==> src/rtl/regwr_arbiter_pkg.sv <==
// rtl/regwr_arbiter_pkg.sv - shared constants and helpers for the register-write arbiter
// Purpose : requester count, requester indices, address width, pointer type and
//           the round-robin pointer advance helper.
// Ports   : none (package).
package regwr_arbiter_pkg;

   localparam int NREQ     = 3;
   localparam int ADDR_W   = 3;

   localparam int REQ_ALU  = 0;
   localparam int REQ_LOAD = 1;
   localparam int REQ_IMM  = 2;

   typedef logic [1:0] ptr_t;

   // Pointer after a grant to requester k: (k+1) mod NREQ.
   function automatic ptr_t next_ptr(input ptr_t k);
      return (k == ptr_t'(NREQ - 1)) ? ptr_t'(0) : ptr_t'(k + ptr_t'(1));
   endfunction

endpackage

==> src/rtl/regwr_arbiter_if.sv <==
// rtl/regwr_arbiter_if.sv - requester/register-file bus of the register-write arbiter
// Purpose : bundles the three request channels and the shared write port.
// Ports   : i_req, i_addr0..2, i_data0..2 (requester -> arbiter);
//           o_we, o_D, o_ack, o_busy (arbiter -> requesters / register file).
//           master = requester side, slave = arbiter side.
interface regwr_arbiter_if #(
   parameter int WIDTH = 8,
   parameter int NREG  = 8
);
   import regwr_arbiter_pkg::*;

   logic [NREQ-1:0]   i_req;
   logic [ADDR_W-1:0] i_addr0;
   logic [ADDR_W-1:0] i_addr1;
   logic [ADDR_W-1:0] i_addr2;
   logic [WIDTH-1:0]  i_data0;
   logic [WIDTH-1:0]  i_data1;
   logic [WIDTH-1:0]  i_data2;
   logic [NREG-1:0]   o_we;
   logic [WIDTH-1:0]  o_D;
   logic [NREQ-1:0]   o_ack;
   logic              o_busy;

   modport master (
      output i_req, i_addr0, i_addr1, i_addr2, i_data0, i_data1, i_data2,
      input  o_we, o_D, o_ack, o_busy
   );

   modport slave (
      input  i_req, i_addr0, i_addr1, i_addr2, i_data0, i_data1, i_data2,
      output o_we, o_D, o_ack, o_busy
   );

endinterface

==> src/rtl/regwr_arbiter_rr_pick.sv <==
// rtl/regwr_arbiter_rr_pick.sv - combinational round-robin picker
// Purpose : picks the first eligible requester searching p, p+1, p+2 (mod NREQ).
// Ports   : i_elig  eligible mask
//           i_ptr   index searched first
//           o_gnt   one-hot grant
//           o_valid high when some requester was picked
module rr_pick
   import regwr_arbiter_pkg::*;
(
   input  logic [NREQ-1:0] i_elig,
   input  ptr_t            i_ptr,
   output logic [NREQ-1:0] o_gnt,
   output logic            o_valid
);

   ptr_t idx;

   always_comb begin
      o_gnt   = '0;
      o_valid = 1'b0;
      idx     = '0;
      for (int s = 0; s < NREQ; s++) begin
         idx = ptr_t'((int'(i_ptr) + s) % NREQ);
         if (!o_valid && i_elig[idx]) begin
            o_gnt[idx] = 1'b1;
            o_valid    = 1'b1;
         end
      end
   end

endmodule

==> src/rtl/regwr_arbiter.sv <==
// rtl/regwr_arbiter.sv - round-robin arbiter for the shared register-file write port
// Purpose : grants one of three requesters per cycle and drives the write port.
// Ports   : i_clk    clock, rising edge
//           i_rst_n  synchronous active-low reset
//           bus      slave modport: i_req/i_addrK/i_dataK in; o_we/o_D/o_ack/o_busy out
module regwr_arbiter
   import regwr_arbiter_pkg::*;
#(
   parameter int WIDTH = 8,
   parameter int NREG  = 8
) (
   input  logic            i_clk,
   input  logic            i_rst_n,
   regwr_arbiter_if.slave  bus
);

   logic [NREG-1:0]   we_q,   we_d;
   logic [WIDTH-1:0]  d_q,    d_d;
   logic [NREQ-1:0]   ack_q,  ack_d;
   logic              busy_q, busy_d;
   ptr_t              ptr_q,  ptr_d;

   logic [NREQ-1:0]   elig;
   logic [NREQ-1:0]   gnt;
   logic              gnt_valid;
   ptr_t              gnt_idx;
   logic [ADDR_W-1:0] sel_addr;
   logic [WIDTH-1:0]  sel_data;

   // A requester being acked this cycle still holds i_req high; masking it
   // keeps the same request from being granted twice.
   assign elig = bus.i_req & ~ack_q;

   rr_pick u_pick (
      .i_elig  (elig),
      .i_ptr   (ptr_q),
      .o_gnt   (gnt),
      .o_valid (gnt_valid)
   );

   always_comb begin
      gnt_idx  = ptr_t'(REQ_ALU);
      sel_addr = bus.i_addr0;
      sel_data = bus.i_data0;
      if (gnt[REQ_LOAD]) begin
         gnt_idx  = ptr_t'(REQ_LOAD);
         sel_addr = bus.i_addr1;
         sel_data = bus.i_data1;
      end
      if (gnt[REQ_IMM]) begin
         gnt_idx  = ptr_t'(REQ_IMM);
         sel_addr = bus.i_addr2;
         sel_data = bus.i_data2;
      end
   end

   always_comb begin
      we_d   = '0;
      ack_d  = '0;
      busy_d = 1'b0;
      d_d    = d_q;
      ptr_d  = ptr_q;
      if (gnt_valid) begin
         ack_d  = gnt;
         busy_d = 1'b1;
         d_d    = sel_data;
         ptr_d  = next_ptr(gnt_idx);
         // Out-of-range target: the grant is still acked, the write is dropped.
         if (int'(sel_addr) < NREG) begin
            we_d[sel_addr] = 1'b1;
         end
      end
   end

   always_ff @(posedge i_clk) begin
      if (!i_rst_n) begin
         we_q   <= '0;
         d_q    <= '0;
         ack_q  <= '0;
         busy_q <= 1'b0;
         ptr_q  <= '0;
      end else begin
         we_q   <= we_d;
         d_q    <= d_d;
         ack_q  <= ack_d;
         busy_q <= busy_d;
         ptr_q  <= ptr_d;
      end
   end

   assign bus.o_we   = we_q;
   assign bus.o_D    = d_q;
   assign bus.o_ack  = ack_q;
   assign bus.o_busy = busy_q;

endmodule

==> src/flat_wrapper.sv <==
// flat-port wrapper written by rule: the top's interface ports become plain ports
module regwr_arbiter_flat import regwr_arbiter_pkg::*;
#(
   parameter int WIDTH = 8,
   parameter int NREG  = 8
)
  (i_clk, i_rst_n, bus_i_req, bus_i_addr0, bus_i_addr1, bus_i_addr2, bus_i_data0, bus_i_data1, bus_i_data2, bus_o_we, bus_o_D, bus_o_ack, bus_o_busy);
  regwr_arbiter_if #(.WIDTH(WIDTH), .NREG(NREG)) bus_i ();
  input  logic i_clk;
  input  logic i_rst_n;
  input wire logic [$bits(bus_i.i_req)-1:0] bus_i_req;
  input wire logic [$bits(bus_i.i_addr0)-1:0] bus_i_addr0;
  input wire logic [$bits(bus_i.i_addr1)-1:0] bus_i_addr1;
  input wire logic [$bits(bus_i.i_addr2)-1:0] bus_i_addr2;
  input wire logic [$bits(bus_i.i_data0)-1:0] bus_i_data0;
  input wire logic [$bits(bus_i.i_data1)-1:0] bus_i_data1;
  input wire logic [$bits(bus_i.i_data2)-1:0] bus_i_data2;
  output wire logic [$bits(bus_i.o_we)-1:0] bus_o_we;
  output wire logic [$bits(bus_i.o_D)-1:0] bus_o_D;
  output wire logic [$bits(bus_i.o_ack)-1:0] bus_o_ack;
  output wire logic [$bits(bus_i.o_busy)-1:0] bus_o_busy;
  assign bus_i.i_req = bus_i_req;
  assign bus_i.i_addr0 = bus_i_addr0;
  assign bus_i.i_addr1 = bus_i_addr1;
  assign bus_i.i_addr2 = bus_i_addr2;
  assign bus_i.i_data0 = bus_i_data0;
  assign bus_i.i_data1 = bus_i_data1;
  assign bus_i.i_data2 = bus_i_data2;
  assign bus_o_we = bus_i.o_we;
  assign bus_o_D = bus_i.o_D;
  assign bus_o_ack = bus_i.o_ack;
  assign bus_o_busy = bus_i.o_busy;
  regwr_arbiter #(.WIDTH(WIDTH), .NREG(NREG)) u_core (.i_clk(i_clk), .i_rst_n(i_rst_n), .bus(bus_i));
endmodule
==> config.mk <==
export PLATFORM = sky130hd
export DESIGN_NAME = regwr_arbiter_flat
export DESIGN_NICKNAME = d
export VERILOG_FILES = /design/src/rtl/regwr_arbiter_pkg.sv /design/src/rtl/regwr_arbiter_if.sv /design/src/rtl/regwr_arbiter_rr_pick.sv /design/src/rtl/regwr_arbiter.sv /design/src/flat_wrapper.sv
export SDC_FILE = /design/constraint.sdc
export NUM_CORES = 1
export LEC_CHECK = 0
export ABC_AREA = 1
export CAP_MARGIN = 20
export CORE_MARGIN = 8
export CORE_UTILIZATION = 30
export DETAILED_ROUTE_END_ITERATION = 12
export GPL_TIMING_DRIVEN = 1
export SYNTH_ARGS = -nofsm -noshare
export SYNTH_HDL_FRONTEND = slang
export SYNTH_SLANG_ARGS = --single-unit
==> constraint.sdc <==
create_clock -name i_clk -period 2.4 [get_ports i_clk]
set_input_delay 0.36 -clock i_clk [delete_from_list [all_inputs] [get_ports i_clk]]
set_output_delay 0.36 -clock i_clk [all_outputs]
set_load 0.03 [all_outputs]
# Word-level counts from Yosys, hierarchy flattened
# Index checks and enable logic that the tools add are counted.
# op_classes
reduce_logical	9
div_mod_pow	3
n_mux	28
bitwise	4
eq_ne	1
add_sub_neg	3
order_cmp	8
# ops
op	n
32-bit by 3-bit remainder unit with 32-bit output, second input constant	2
3-bit by 3-bit remainder unit with 32-bit output, second input constant	1
8-bit two-way mux	2
3-bit two-way mux	5
1-bit two-way mux	12
2-bit by 3-bit less-than comparator with 1-bit output, second input constant	3
1-bit binary-select mux with 2-bit select	3
1-bit demux with 2-bit select	3
2-bit by 1-bit >= comparator with 1-bit output, second input constant	3
1-bit logical AND	6
3-bit bitwise OR	2
3-bit by 4-bit less-than comparator with 1-bit output, second input constant	1
2-bit two-way mux	2
2-bit by 1-bit adder with 3-bit output, second input constant	1
2-bit by 2-bit adder with 3-bit output, second input constant	1
3-bit bitwise AND	1
1-bit demux with 3-bit select	1
3-bit by 1-bit >= comparator with 1-bit output, second input constant	1
3-bit NOT	1
2-bit by 1-bit adder with 2-bit output, second input constant	1
2-bit == test, second input constant	1
1-bit logical NOT	2
2-bit AND reduction	1
# totals
ff_bits	22
output_inout_bits	20
in_bits	38
wordCells	61

# Logic depth before layout (Yosys ltp)
# logic_depth
ltp_word	17
mapped_depth	17
ltp_nobuf	17

# Modules after synthesis
# A second synthesis with hierarchy kept.
# unflattened
cells_unflattened	195
area_unflattened_um2	1238.7
# modules_own_cells
mod	cells_per_inst	area_each_um2	n_inst
regwr_arbiter	145	962.2	1
rr_pick	50	276.5	1

# Worst setup path after synthesis
# OpenSTA, ideal clock, no wires.
# synth_timing
kind	reg2reg
start	reg u_core.ptr_q[0]
end	reg u_core.we_q[3] (netlist: u_core.bus.o_we[3])
required_time_ns	2.288
stages_incl_launch_ff	15
t_arrival_ns	1.832
slack_ns	0.456
n_path_buf	1
path_cell_list	dfxtp_1 inv_1 ha_1 inv_2 nand3_2 nand2_2 a21oi_4 nand3_1 nor2_1 nor2_4 buf_6 nand3_2 nand2_2 nand2_1 nor2_1
# synth_via
elab_chain_len	16
# synth_lines
item	line_no	rtl
start: declaration	regwr_arbiter.sv:21	ptr_t ptr_q, ptr_d;
start signal: assignment	regwr_arbiter.sv:87	ptr_q <= ptr_d;
2-bit by 1-bit adder with 3-bit output or 3-bit by 3-bit remainder unit with 32-bit output (tied branches)	regwr_arbiter_rr_pick.sv:23	idx = ptr_t'((int'(i_ptr) + s) % NREQ);
32-bit by 3-bit remainder unit with 32-bit output (tied with other cells)	regwr_arbiter_rr_pick.sv:23	
2-bit by 3-bit less-than comparator with 1-bit output (not written as such) (tied with other cells)	regwr_arbiter_rr_pick.sv:25	o_gnt[idx] = 1'b1;
1-bit logical AND (not written as such) (tied with other cells)	regwr_arbiter_rr_pick.sv:25	
1-bit two-way mux (not written as such) (tied with other cells)	regwr_arbiter_rr_pick.sv:25	
1-bit demux with 2-bit select (tied with other cells)	regwr_arbiter_rr_pick.sv:25	
3-bit bitwise OR (no source line) or 1-bit two-way mux (tied branches)	n/a	
3-bit two-way mux or 1-bit logical NOT (tied branches)	regwr_arbiter_rr_pick.sv:24	if (!o_valid && i_elig[idx]) begin
3-bit bitwise OR (no source line) or 1-bit logical AND (tied branches)	n/a	
3-bit two-way mux	regwr_arbiter_rr_pick.sv:24	
3-bit two-way mux	regwr_arbiter.sv:45	if (gnt[REQ_LOAD]) begin
3-bit two-way mux	regwr_arbiter.sv:50	if (gnt[REQ_IMM]) begin
3-bit by 4-bit less-than comparator with 1-bit output (not written as such) or 3-bit by 1-bit >= comparator with 1-bit output (tied branches)	regwr_arbiter.sv:70	we_d[sel_addr] = 1'b1;
1-bit logical AND (not written as such)	regwr_arbiter.sv:70	
1-bit two-way mux (not written as such)	regwr_arbiter.sv:70	
1-bit demux with 3-bit select	n/a	
end signal: assignment	regwr_arbiter.sv:83	we_q <= we_d;
end: declaration	regwr_arbiter.sv:17	logic [NREG-1:0] we_q, we_d;
# Parallel ways exist; a longest one is shown, timed or not. The select of a mux whose other input is x is not followed.
# A chain may end at the register's enable or synchronous reset.

# Final worst setup path
# layout_timing
start	reg u_core.ptr_q[0]
end	reg u_core.we_q[0] (netlist: u_core.bus.o_we[0])
# Same word-level chain as after synthesis.

==> flow_summary.json <==
{
  "antenna_found_initial": 0,
  "netlist_instances": 203,
  "path_cells": "inv_1 > ha_2 > inv_2 > nand3_2 > nand2_2 > a21oi_4 > nand4_4 > nand2_8 > nand2_2 > nand2_1 > nand2_1 > nand3_1 > nor2_1",
  "num-nets-final": 305,
  "hp-start": "u_core.ptr_q[1]$_SDFFE_PN0N_",
  "critPathMaxFanout": 16,
  "cts_tree": "built",
  "cts.htree.levels": 1,
  "async_flop_share": 0,
  "yosysMostFrequentCell": "nand2_1",
  "ys_seq_area_frac": 0.319,
  "period_minus_slack_ns": 2.20,
  "dieArea_mm2": 0.00703,
  "max_stage_delay_ns": 0.38,
  "clock_latency_ns": 0.26,
  "powerDensity_mw_per_mm2": 1640,
  "vdd_ir_drop_max_mv": 0.628,
  "setup_viol": 0,
  "fillCellCount": 444,
  "synth.top_cell.area_share": 0.319,
  "num_io_pins": 58,
  "synth_cell_types": 25,
  "synth_edf_count": 0,
  "utilization": 0.472,
  "fmaxAchievable_ghz": 0.455,
  "crit_slowest_cell": "dfxtp_1",
  "firstDrtPassIters": 4,
  "synthFlopType": "dfxtp_1",
  "die_y_um": 83.8,
  "routabilityCongestion": 0.762,
  "fin_cells": 314,
  "path_clk_slew_ns": 0.08,
  "cp.arrival_ns": 2.35,
  "synth-seq-cells": 22,
  "antenna_cells": 0,
  "slew_headroom": 0.733,
  "r2r-start": "u_core.ptr_q[0]$_SDFFE_PN0N_",
  "routed_via_density": 4.58,
  "place_hpwl_mm": 3.13,
  "drt-initial-drc-count": 108,
  "ys_warn_count": 0,
  "layout-drive-gt1-share": 0.130,
  "ctsHoldBuffers": 0,
  "cp-start-kind": "register",
  "hold_class": "register to register",
  "synth_commonest_cells": "nand2_1, nand3_1, dfxtp_1, inv_1",
  "crit_path_start": "u_core.ptr_q[0]$_SDFFE_PN0N_",
  "clock_path_buffers": 2,
  "globalRouteOverflowTotal": 0,
  "synth_area_leader_cell": "dfxtp_1",
  "num_vias": 1437,
  "required_ns": 2.55,
  "p_leak_uw": 0.000932,
  "synth_area_mm2": 0.00138,
  "port_buffers": 57,
  "rsz0062_at_grt": "yes",
  "start_util": 0.315,
  "ys_top_cells_by_area": "dfxtp_1, nand2_1, nand3_1",
  "die_w_um": 83.8,
  "grt_pass1_vias": 1544,
  "worst_pin_slew_ns": 0.399,
  "synth_nets": 245,
  "crit_buf_inv": 2,
  "drc": 0,
  "routedWlPerCell_um": 12.3,
  "critPathCaptureType": "register",
  "ant_nets": 0,
  "avgSynthCellArea_um2": 6.80,
  "routed_wl_mm": 3.87,
  "timing.final.crit_share": 0.917,
  "crit_family": "simple AND/OR/NAND/NOR gates",
  "clock_sinks": 22,
  "grt_pass1_wl_mm": 6.80,
  "multiInputGateArea_um2": 826,
  "root_buffer": "clkbuf_8",
  "hold_viol": 0,
  "cap_violations": 0,
  "drv_slew": 0,
  "cts_made_buffers": 3,
  "final.setup_skew_ns": 0.00432,
  "track_usage": 0.114,
  "post-place-cells": 309,
  "core-area_mm2": 0.00438,
  "area_delta_synth_final_pct": 49.9,
  "rows": 24,
  "grt_start_max_net_pins": 17,
  "path_class": "register to register",
  "tns_ns": 0,
  "regArea_um2": 440,
  "status": "completed"
}
==> worst register-to-register path: cells and delay by family, from the launching register on <==
kind,cells,cell delay (ns)
adders and majority gates,1,0.38
buffers and inverters,2,0.15
DFF,1,0.38
AOI/OAI and AO/OA,1,0.22
and+or+nand+nor,9,0.94
==> cells by family after synthesis <==
group | count (synthesis) | synth area share
adder cells (fa/ha/maj) | 4 | 0.0363
AND/OR/NAND/NOR | 136 | 0.500
AO/OA/AOI/OAI | 11 | 0.0508
flip-flops | 22 | 0.319
buffers and inverters | 30 | 0.0943
==> cell type report <==
class / count / share of cell area
flip-flops and latches: 22 / 0.213
repair buffers: 58 / 0.279
multi-input cells: 151 / 0.399
well taps: 52 / 0.0315
inverters: 27 / 0.0502
clock buffers: 4 / 0.0266
==> state kept, by name, indices dropped and copies added, names as in the netlist <==
| register | count |
|---|---|
| u_core.bus.o_we | 8 |
| u_core.ptr_q | 2 |
| u_core.bus.o_busy | 1 |
| u_core.bus.o_D | 8 |
| u_core.bus.o_ack | 3 |
==> power breakdown <==
part / leakage, µW / switching (µW) / internal, µW
clock: 0.0000288 / 122 / 146
combinational: 0.000722 / 1650 / 889
sequential: 0.000181 / 58.0 / 521
==> worst paths after layout <==
| check | to | cells after the start | slack [ns] |
|---|---|---|---|
| worst max-delay path | u_core.bus.o_we[0]$_SDFF_PN0_ | 13 | 0.20 |
| worst min register to register | u_core.ptr_q[1]$_SDFFE_PN0N_ | 2 | 0.52 |
| worst min-delay path | u_core.ptr_q[1]$_SDFFE_PN0N_ | 2 | 0.52 |
| worst max register to register | u_core.bus.o_we[0]$_SDFF_PN0_ | 13 | 0.20 |
==> metal layers <==
metal,vias to the layer above,track usage,part of all wire
met5,-,0,0
met2,50,0.183,0.43
met1,614,0.128,0.45
li1,769,-,-
met3,4,0.0605,0.11
met4,0,0.0298,0.012
==> per-stage QoR <==
| step | cell area [µm²] | hold slack (ns) | setup WS [ns] | power, µW |
|---|---|---|---|---|
| global route | 2070 | 0.579 | -0.0197 | 3760 |
| CTS | 2040 | 0.527 | 0.137 | 3350 |
| detailed placement | 1990 | 0.515 | 0.147 | 3070 |
| finish | 2070 | 0.524 | 0.200 | 3390 |
| global placement | 1990 | 0.509 | 0.133 | 3070 |
| floorplan | 1380 | 0.486 | 0.456 | 2490 |
==> cells in the final DEF, fill, tap and decap left out, types with 4 or more instances in the layout <==
master / synthesis / layout
a21oi_1: 4 / 4
clkbuf_8: 0 / 4
clkdlybuf4s50_1: 0 / 57
dfxtp_1: 22 / 22
inv_1: 22 / 22
nand2_1: 58 / 58
nand2_2: 11 / 10
nand3_1: 38 / 38
nand3_2: 5 / 5
nand4_1: 4 / 4
nor2_1: 11 / 11
o21ai_0: 4 / 4
==> what timing repair did <==
item | 4_1_cts | 5_1_grt
hold endpoints to repair | 0 | 0
gates resized for setup | 0 | 3
endpoints found under the setup margin | 0 | 16
buffers inserted | 0 | 1
No activity file was read; power rests on OpenSTA's default activity.
